$ cat config.mk
export PLATFORM = sky130hd
export DESIGN_NAME = shift_exec_stage_flat
export DESIGN_NICKNAME = d
export VERILOG_FILES = /design/src/rtl/shift_exec_if.sv /design/src/rtl/shift_exec_stage.sv /design/src/flat_wrapper.sv
export SDC_FILE = /design/constraint.sdc
export NUM_CORES = 1
export LEC_CHECK = 0
export BUFFER_PORTS_ARGS = -buffer_cell sky130_fd_sc_hd__buf_2
export CAP_MARGIN = 15
export CORE_ASPECT_RATIO = 1.4
export CORE_UTILIZATION = 40
export DETAILED_ROUTE_END_ITERATION = 7
export GPL_TIMING_DRIVEN = 0
export PLACE_DENSITY = 0.61
export SLEW_MARGIN = 20
export SYNTH_ARGS = -nofsm -noshare
export SYNTH_HDL_FRONTEND = slang
export SYNTH_HIERARCHICAL = 1
export SYNTH_SLANG_ARGS = --single-unit
$ cat constraint.sdc
create_clock -name clk -period 6.9 [get_ports clk]
set_clock_uncertainty 0.1 [all_clocks]
set_input_delay 0.69 -clock clk [delete_from_list [all_inputs] [get_ports clk]]
set_output_delay 0.69 -clock clk [all_outputs]
set_load 0.02 [all_outputs]
$ cat src/rtl/shift_exec_if.sv
// -----------------------------------------------------------------------------
// shift_exec_if
// Bundles the decode->shift handshake, the shift->MEM handshake and the
// pipeline flush for the shift execution stage.
//
// Signals:
//   in_valid      decode presents a shift op
//   in_ready      stage accepts the op this cycle
//   in_a          value to be shifted
//   in_b          register source, bits [4:0] are the shift amount
//   in_imm_shamt  immediate shift amount
//   in_use_imm    1 = immediate amount, 0 = in_b[4:0]
//   in_right      1 = right shift, 0 = left shift
//   in_arith      1 = arithmetic, 0 = logical
//   in_rd         destination register tag
//   flush         squash every in-flight op
//   out_valid     result presented to MEM
//   out_ready     MEM accepts the result
//   out_result    shifted value
//   out_rd        destination tag of out_result
//
// Modports: master = decode/MEM side, slave = the shift stage.
// -----------------------------------------------------------------------------
interface shift_exec_if #(
    parameter int RD_W = 5
);
    logic            in_valid;
    logic            in_ready;
    logic [31:0]     in_a;
    logic [31:0]     in_b;
    logic [4:0]      in_imm_shamt;
    logic            in_use_imm;
    logic            in_right;
    logic            in_arith;
    logic [RD_W-1:0] in_rd;
    logic            flush;
    logic            out_valid;
    logic            out_ready;
    logic [31:0]     out_result;
    logic [RD_W-1:0] out_rd;

    modport master (
        output in_valid,
        output in_a,
        output in_b,
        output in_imm_shamt,
        output in_use_imm,
        output in_right,
        output in_arith,
        output in_rd,
        output flush,
        output out_ready,
        input  in_ready,
        input  out_valid,
        input  out_result,
        input  out_rd
    );

    modport slave (
        input  in_valid,
        input  in_a,
        input  in_b,
        input  in_imm_shamt,
        input  in_use_imm,
        input  in_right,
        input  in_arith,
        input  in_rd,
        input  flush,
        input  out_ready,
        output in_ready,
        output out_valid,
        output out_result,
        output out_rd
    );
endinterface

$ cat src/rtl/shift_exec_stage.sv
// -----------------------------------------------------------------------------
// shift_exec_stage
// Two-stage shift execution unit. S1 registers the operands of an accepted op,
// the shifter works on S1, and S2 registers the result and destination tag
// that are presented to the MEM stage. Each stage has its own valid bit, so a
// full pipeline sustains one op per cycle and stalls cleanly under MEM
// backpressure. A flush squashes both stages at the next clock edge.
//
// Ports:
//   clk    single clock, rising edge
//   rst_n  asynchronous active-low reset, clears valids and data
//   io     shift_exec_if.slave (in_* handshake, flush, out_* handshake)
//
// Also in this file:
//   shifter               combinational 32-bit barrel shifter (4 modes)
//   shift_exec_stage_chk  assertion checker bound to the stage internals
// -----------------------------------------------------------------------------

// -----------------------------------------------------------------------------
// shifter
// Combinational 32-bit shifter. Left shifts ignore the arithmetic flag since
// arithmetic and logical left shifts are identical.
//   a       value to shift
//   shamt   shift amount 0..31
//   right   1 = right shift
//   arith   1 = sign-filling right shift
//   result  shifted value
// -----------------------------------------------------------------------------
module shifter (
    input  logic [31:0] a,
    input  logic [4:0]  shamt,
    input  logic        right,
    input  logic        arith,
    output logic [31:0] result
);
    // Select one of the four shift flavours
    always_comb begin
        result = 32'd0;
        case ({right, arith})
            2'b00:   result = a << shamt;
            2'b01:   result = a <<< shamt;
            2'b10:   result = a >> shamt;
            2'b11:   result = $unsigned($signed(a) >>> shamt);
            default: result = 32'd0;
        endcase
    end
endmodule

// -----------------------------------------------------------------------------
// shift_exec_stage_chk
// Protocol assertions on the stage outputs.
//   clk, rst_n   clock and reset of the observed stage
//   flush        pipeline squash
//   in_ready     stage input ready
//   out_valid    stage output valid
//   out_ready    downstream ready
//   out_result   stage result
//   out_rd       stage destination tag
// -----------------------------------------------------------------------------
module shift_exec_stage_chk #(
    parameter int RD_W = 5
) (
    input logic            clk,
    input logic            rst_n,
    input logic            flush,
    input logic            in_ready,
    input logic            out_valid,
    input logic            out_ready,
    input logic [31:0]     out_result,
    input logic [RD_W-1:0] out_rd
);
    // A flushing cycle never offers acceptance
    a_no_accept_in_flush: assert property (
        @(posedge clk) disable iff (!rst_n)
        flush |-> !in_ready
    );

    // A stalled result stays on the bus unchanged
    a_stall_hold: assert property (
        @(posedge clk) disable iff (!rst_n)
        (out_valid && !out_ready && !flush) |=>
            (out_valid && $stable(out_result) && $stable(out_rd))
    );

    // Flush empties the output stage at the next edge
    a_flush_clears: assert property (
        @(posedge clk) disable iff (!rst_n)
        flush |=> !out_valid
    );
endmodule

// -----------------------------------------------------------------------------
// shift_exec_stage (top)
// -----------------------------------------------------------------------------
module shift_exec_stage #(
    parameter int RD_W = 5
) (
    input  logic        clk,
    input  logic        rst_n,
    shift_exec_if.slave io
);
    // S1: operand register
    logic            s1_valid_r;
    logic [31:0]     s1_a_r;
    logic [4:0]      s1_shamt_r;
    logic            s1_right_r;
    logic            s1_arith_r;
    logic [RD_W-1:0] s1_rd_r;

    // S2: result register
    logic            s2_valid_r;
    logic [31:0]     s2_result_r;
    logic [RD_W-1:0] s2_rd_r;

    // Handshake / control decode
    logic            s1_adv_s;
    logic            s2_drain_s;
    logic            in_ready_s;
    logic            accept_s;
    logic [4:0]      sel_shamt_s;
    logic            s1_valid_nxt_s;
    logic            s2_valid_nxt_s;
    logic [31:0]     shift_res_s;
    logic            unused_b_hi_s;

    // Only the low five bits of in_b form a shift amount
    assign unused_b_hi_s = ^io.in_b[31:5];

    // Stage-advance, input-ready and shift-amount selection
    always_comb begin
        // S1 moves into S2 whenever S2 is free or is being emptied this cycle
        s1_adv_s   = s1_valid_r && (!s2_valid_r || io.out_ready);
        // Ready tracks out_ready combinationally so a full pipe streams at 1/clk
        in_ready_s = rst_n && !io.flush && (!s1_valid_r || s1_adv_s);
        accept_s   = io.in_valid && in_ready_s;
        s2_drain_s = s2_valid_r && io.out_ready;
        if (io.in_use_imm) begin
            sel_shamt_s = io.in_imm_shamt;
        end else begin
            sel_shamt_s = io.in_b[4:0];
        end
    end

    // Next-state of both valid bits; flush wins over every other event
    always_comb begin
        s1_valid_nxt_s = s1_valid_r;
        s2_valid_nxt_s = s2_valid_r;
        if (io.flush) begin
            s1_valid_nxt_s = 1'b0;
            s2_valid_nxt_s = 1'b0;
        end else begin
            if (accept_s) begin
                s1_valid_nxt_s = 1'b1;
            end else if (s1_adv_s) begin
                s1_valid_nxt_s = 1'b0;
            end else begin
                s1_valid_nxt_s = s1_valid_r;
            end

            if (s1_adv_s) begin
                s2_valid_nxt_s = 1'b1;
            end else if (s2_drain_s) begin
                s2_valid_nxt_s = 1'b0;
            end else begin
                s2_valid_nxt_s = s2_valid_r;
            end
        end
    end

    // Single shifter, fed entirely from the operand register
    shifter u_shifter (
        .a      (s1_a_r),
        .shamt  (s1_shamt_r),
        .right  (s1_right_r),
        .arith  (s1_arith_r),
        .result (shift_res_s)
    );

    // S1 operand register: captures the op on acceptance
    always_ff @(posedge clk or negedge rst_n) begin
        if (!rst_n) begin
            s1_valid_r <= 1'b0;
            s1_a_r     <= 32'd0;
            s1_shamt_r <= 5'd0;
            s1_right_r <= 1'b0;
            s1_arith_r <= 1'b0;
            s1_rd_r    <= {RD_W{1'b0}};
        end else begin
            s1_valid_r <= s1_valid_nxt_s;
            if (accept_s) begin
                s1_a_r     <= io.in_a;
                s1_shamt_r <= sel_shamt_s;
                s1_right_r <= io.in_right;
                s1_arith_r <= io.in_arith;
                s1_rd_r    <= io.in_rd;
            end
        end
    end

    // S2 result register: loads the shifter output when S1 advances
    always_ff @(posedge clk or negedge rst_n) begin
        if (!rst_n) begin
            s2_valid_r  <= 1'b0;
            s2_result_r <= 32'd0;
            s2_rd_r     <= {RD_W{1'b0}};
        end else begin
            s2_valid_r <= s2_valid_nxt_s;
            // A squashed op is not worth loading; holding keeps the bus quiet
            if (s1_adv_s && !io.flush) begin
                s2_result_r <= shift_res_s;
                s2_rd_r     <= s1_rd_r;
            end
        end
    end

    assign io.in_ready   = in_ready_s;
    assign io.out_valid  = s2_valid_r;
    assign io.out_result = s2_result_r;
    assign io.out_rd     = s2_rd_r;

    shift_exec_stage_chk #(
        .RD_W (RD_W)
    ) u_chk (
        .clk        (clk),
        .rst_n      (rst_n),
        .flush      (io.flush),
        .in_ready   (in_ready_s),
        .out_valid  (s2_valid_r),
        .out_ready  (io.out_ready),
        .out_result (s2_result_r),
        .out_rd     (s2_rd_r)
    );
endmodule

$ cat src/flat_wrapper.sv
// flat-port wrapper written by rule: the top's interface ports become plain ports
module shift_exec_stage_flat 
#(
    parameter int RD_W = 5
)
  (clk, rst_n, io_in_valid, io_in_a, io_in_b, io_in_imm_shamt, io_in_use_imm, io_in_right, io_in_arith, io_in_rd, io_flush, io_out_ready, io_in_ready, io_out_valid, io_out_result, io_out_rd);
  shift_exec_if #(.RD_W(RD_W)) io_i ();
  input  logic clk;
  input  logic rst_n;
  input wire logic [$bits(io_i.in_valid)-1:0] io_in_valid;
  input wire logic [$bits(io_i.in_a)-1:0] io_in_a;
  input wire logic [$bits(io_i.in_b)-1:0] io_in_b;
  input wire logic [$bits(io_i.in_imm_shamt)-1:0] io_in_imm_shamt;
  input wire logic [$bits(io_i.in_use_imm)-1:0] io_in_use_imm;
  input wire logic [$bits(io_i.in_right)-1:0] io_in_right;
  input wire logic [$bits(io_i.in_arith)-1:0] io_in_arith;
  input wire logic [$bits(io_i.in_rd)-1:0] io_in_rd;
  input wire logic [$bits(io_i.flush)-1:0] io_flush;
  input wire logic [$bits(io_i.out_ready)-1:0] io_out_ready;
  output wire logic [$bits(io_i.in_ready)-1:0] io_in_ready;
  output wire logic [$bits(io_i.out_valid)-1:0] io_out_valid;
  output wire logic [$bits(io_i.out_result)-1:0] io_out_result;
  output wire logic [$bits(io_i.out_rd)-1:0] io_out_rd;
  assign io_i.in_valid = io_in_valid;
  assign io_i.in_a = io_in_a;
  assign io_i.in_b = io_in_b;
  assign io_i.in_imm_shamt = io_in_imm_shamt;
  assign io_i.in_use_imm = io_in_use_imm;
  assign io_i.in_right = io_in_right;
  assign io_i.in_arith = io_in_arith;
  assign io_i.in_rd = io_in_rd;
  assign io_i.flush = io_flush;
  assign io_i.out_ready = io_out_ready;
  assign io_in_ready = io_i.in_ready;
  assign io_out_valid = io_i.out_valid;
  assign io_out_result = io_i.out_result;
  assign io_out_rd = io_i.out_rd;
  shift_exec_stage #(.RD_W(RD_W)) u_core (.clk(clk), .rst_n(rst_n), .io(io_i));
endmodule
# After elaboration in Yosys (flattened, before gate mapping)
# Index checks and enable logic that the tools add are counted.
# op_classes
eq_ne	3
shifts	4
n_mux	8
n_reduce_logical	14
# ops
op	n
$pmux 32 s4	1
$shl 32x5->32	1
$shr 32x5->32	1
$sshl 32x5->32	1
$sshr 32x5->32	1
$logic_and 1x1->1	6
$mux 1	6
$reduce_bool 3->1	2
$mux 5	1
$eq 2x2->1 const B	2
$logic_not 1->1	3
$eq 2x1->1 const B	1
$logic_not 2->1	1
$logic_or 1x1->1	2
# totals
register_bits	83
elab_cells	38

# Depth between registers and ports, before layout
# depth
word_depth	8
mapped_depth	10
ltp_nobuf	6

# Modules after synthesis
# Netlist, hierarchy kept.
# by_module_without_submodules
mod	instances	cells_each	area_each_um2
shifter	1	488	3988.8
shift_exec_stage	1	187	3201.8

# Worst setup path before layout
# No wires, ideal clock.
# synth_timing
path_kind	register to register
start	reg u_core.s1_shamt_r[0]
end	reg u_core.s2_result_r[26] (netlist: u_core/io.out_result[26])
setup_ns	0.125
arrival_ns	2.153
required_ns	6.675
slack_ns	4.522
path_stages_with_launch	10
n_path_buf	3
synth_period_minus_slack_ns	2.378
path_cell_list	dfrtp_1 -> buf_6 -> buf_6 -> buf_6 -> mux4_2 -> a21oi_1 -> o31ai_1 -> a32oi_1 -> o211ai_1 -> mux2_2
# synth_via
elab_chain_len	2
elab_cells_between_ends	5
classes_between	shift: 4; mux: 1
# synth_rtl
item	line	source
start: declaration	shift_exec_stage.sv:105	logic [4:0] s1_shamt_r;
start signal: assignment	shift_exec_stage.sv:192	s1_shamt_r <= sel_shamt_s;
$sshr 32x5->32, or another cell as far along	shift_exec_stage.sv:43	2'b11: result = $unsigned($signed(a) >>> shamt);
$pmux 32 s4 (*)	shift_exec_stage.sv:39	case ({right, arith})
named net u_core.shift_res_s[26]	shift_exec_stage.sv:123	logic [31:0] shift_res_s;
end signal: assignment	shift_exec_stage.sv:210	s2_result_r <= shift_res_s;
end: declaration	shift_exec_stage.sv:112	logic [31:0] s2_result_r;
# Mark *: on every way through the listed nets, which the timed path passes. The rest lies on a longest branch.
# A chain may end at the register's enable or synchronous reset.

# Worst setup path after layout
# layout_timing
start	reg u_core.s1_shamt_r[1]
end	reg u_core.s2_result_r[10] (netlist: u_core/io.out_result[10])
# The elaborated chain is that of the path after synthesis.

==> impl_metrics.tcl <==
set metrics [dict create \
    status "finished, final reports clean" \
    synth_compound_area_frac 0.1369 \
    synthSimpleGateAreaFrac 0.1150 \
    critical_path_class "register to register" \
    crit_chain "buf_4, buf_2, clkbuf_1, a2111oi_0, o31ai_1, a31oi_1, a31oi_1, mux2_2" \
    min_period_ns 3.076 \
    slew_headroom 0.3328 \
    synth_nets 757 \
    yosys_warnings 6 \
    start_kind "register" \
    area_growth_pct 15.50 \
    yosysTopAreaCellShare 0.2888 \
    yosysTopAreaCell "dfrtp_1" \
    power.density_nw_per_um2 381.2 \
    max_clock_freq_mhz 325.1 \
    core_um2 17470 \
    crit_top_cell "a31oi_1" \
    num_rows 57 \
    htree_levels 3 \
    tightestPinTransition_ns 0.9931 \
    mostFrequentLayoutCell "buf_2" \
    fin_nets 862 \
    leakage_nw 3.411 \
    muxShareOfSynthArea 0.4049 \
    critPathMaxStageDelay_ns 0.69 \
    cts_buffers 9 \
    postLayoutCoreUtil 0.4753 \
    ys_types 64 \
    ys_ff_latch 83 \
    fp.dieW_um 115.3 \
    grt_pass1_wl_mm 41.95 \
    max-clock-path-buffers 2 \
    postSynthAreaPerCell_um2 10.65 \
    die_y_um 160.6 \
    layout-drive-gt1-share 0.3898 \
    finalHoldViolations 0 \
    rrSetupSlack_ns 3.82 \
    syn_area_um2 7191 \
    initial_core_util 0.4115 \
    setup_viol 0 \
    cp.required_ns 7.10 \
    ctsResizeCount 0 \
    clock_latency_ns 0.36 \
    grt_pass1_vias 6615 \
    cts.sinks 83 \
    fin_tns_setup_ns 0 \
    cts-root-buf "clkbuf_16" \
    cap_viol_max_count 0 \
    final_cell_mix "buf_2 (103), mux2_2 (96), dfrtp_1 (83)" \
    avgViaCountPerCell 6.416 \
    cts_setup_buffers 0 \
    drv_slew 0 \
    antenna_found_initial 0 \
    path_max_fanout 10 \
    overflow 0 \
    async_flop_share 1.000 \
    synth_area_leaders "dfrtp_1 (29%), mux4_2 (20%), mux2_2 (15%)" \
    hold_class "input pin to async pin" \
    synth_xor_area_frac 0 \
    clk_pin_slew_ns 0.07 \
    synth_top_family_by_area "multiplexers" \
    io_buffers 93 \
    gp_congestion 1.014 \
    route.detailed.drc 0 \
    hold_buffers 0 \
    totalWireLength_mm 27.67 \
    dieArea_um2 18520 \
    seq_area_frac_synth 0.2888 \
    arrival_ns 3.28 \
    diodes 0 \
    cts_tree "yes" \
    endpoint_kind "register" \
    routedWlPerCell_um 27.10 \
    synth_fa_ha_area_frac 0 \
    ant_nets 0 \
    dr_total_vias 6551 \
    syn_inst 675 \
    synth_edf_count 0 \
    grt_usage 0.3124 \
    io_pins 121 \
    hpwl_mm 21.78 \
    dr.pass1.iters 7 \
    rsz0062_at_grt "no" \
    drt-initial-drc-count 620 \
    fillCellCount 1665 \
    grt_max_degree 44 \
    finalCritPeriodShare 0.4459 \
    cp_slowest_cell "o31ai_1" \
    irDropWorstVdd_uv 235.0 \
    synth-main-ff-cell "dfrtp_1" \
]
cell families after synthesis:
logic type             Yosys count
multiplexers                   198
AND/OR/NAND/NOR                181
AO/OA/AOI/OAI                  143
flip-flops                      83
buffers and inverters           70
sequential cells by signal, indices dropped and copies added, names as in the netlist:
signal,cells
u_core/s1_arith_r,1
u_core/io.out_valid,1
u_core/s1_rd_r,5
u_core/s1_shamt_r,5
u_core/io.out_rd,5
u_core/s1_right_r,1
u_core/s1_a_r,32
u_core/s1_valid_r,1
u_core/io.out_result,32
through the flow:
| stage | total power, W | hold WS [ns] | instances | setup slack, ns | instance area, um^2 |
|---|---|---|---|---|---|
| 2_1_floorplan | 0.001969 | 0.2944 | 675 | 4.522 | 7191 |
| 3_3_place_gp | 0.002587 | 0.3788 | 1004 | 3.175 | 7951 |
| 3_5_place_dp | 0.002573 | 0.3862 | 1005 | 3.950 | 7974 |
| 4_1_cts | 0.003134 | 0.2358 | 1021 | 3.934 | 8305 |
| 5_1_grt | 0.003315 | 0.2617 | 1021 | 3.653 | 8305 |
| 6_report | 0.003166 | 0.2161 | 1021 | 3.824 | 8305 |
layout make-up:
type	count	area [um^2]	share of cell area
clock inverter	7	106.4	0.01281
inverter	8	30.03	0.003616
tap	236	295.3	0.03555
multi-input combinational	522	4723	0.5687
sequential	83	2077	0.2501
buffer	62	360.3	0.04339
clock buffer	9	225.2	0.02712
timing repair buffer	94	488.0	0.05875
worst max-delay path: cells and delay by family (launching register included):
kind / cells / cell delay (ns)
buffers and inverters: 3 / 1.00
flip-flops: 1 / 0.34
multiplexers: 1 / 0.17
AO/OA/AOI/OAI: 4 / 1.39
final timing paths:
check	startpoint	endpoint	depth (start not counted)
min	rst_n	u_core/io.out_result[18]	1
max in group asynchronous	rst_n	u_core/s1_a_r[23]	2
max	u_core/s1_shamt_r[1]	u_core/io.out_result[10]	8
min reg2reg	u_core/s1_rd_r[1]	u_core/io.out_rd[1]	1
max reg2reg	u_core/s1_shamt_r[1]	u_core/io.out_result[10]	8
min in group clk	u_core/s1_rd_r[1]	u_core/io.out_rd[1]	1
synthesized netlist by cell type, types with 3 or more instances:
cell type / number
mux2_2: 96
dfrtp_1: 83
nand2_1: 64
mux4_2: 63
nor2_1: 61
mux2i_1: 34
clkbuf_1: 28
a21oi_1: 22
o21ai_1: 17
o21ai_0: 15
a31oi_1: 13
nor3_1: 13
nand3_1: 12
a211oi_1: 11
buf_2: 11
o211ai_1: 11
buf_6: 8
buf_4: 7
inv_1: 7
o22ai_1: 7
buf_1: 6
nor2b_1: 5
nor3b_1: 5
o31ai_1: 5
a211o_1: 4
a32oi_1: 4
and3_1: 4
mux2_1: 4
nand2b_1: 4
a221oi_1: 3
and2_0: 3
o2111ai_1: 3
o21a_1: 3
metal layers:
metal,track usage,vias up,routed length (um)
met5,0,-,0
met4,0.2037,0,1733
met3,0.05208,103,1899
met2,0.5152,386,13630
met1,0.3713,3244,10410
li1,-,2818,-
where the power goes:
group	switching (W)	total, W	internal [W]	leakage, nW
Clock	0.000220	0.000544	0.000324	0.163
Sequential	0.000148	0.000782	0.000634	1.01
Combinational	0.00109	0.00184	0.000751	2.24
Total	0.00146	0.00317	0.00171	3.41
No activity file was read; power rests on OpenSTA's default activity.
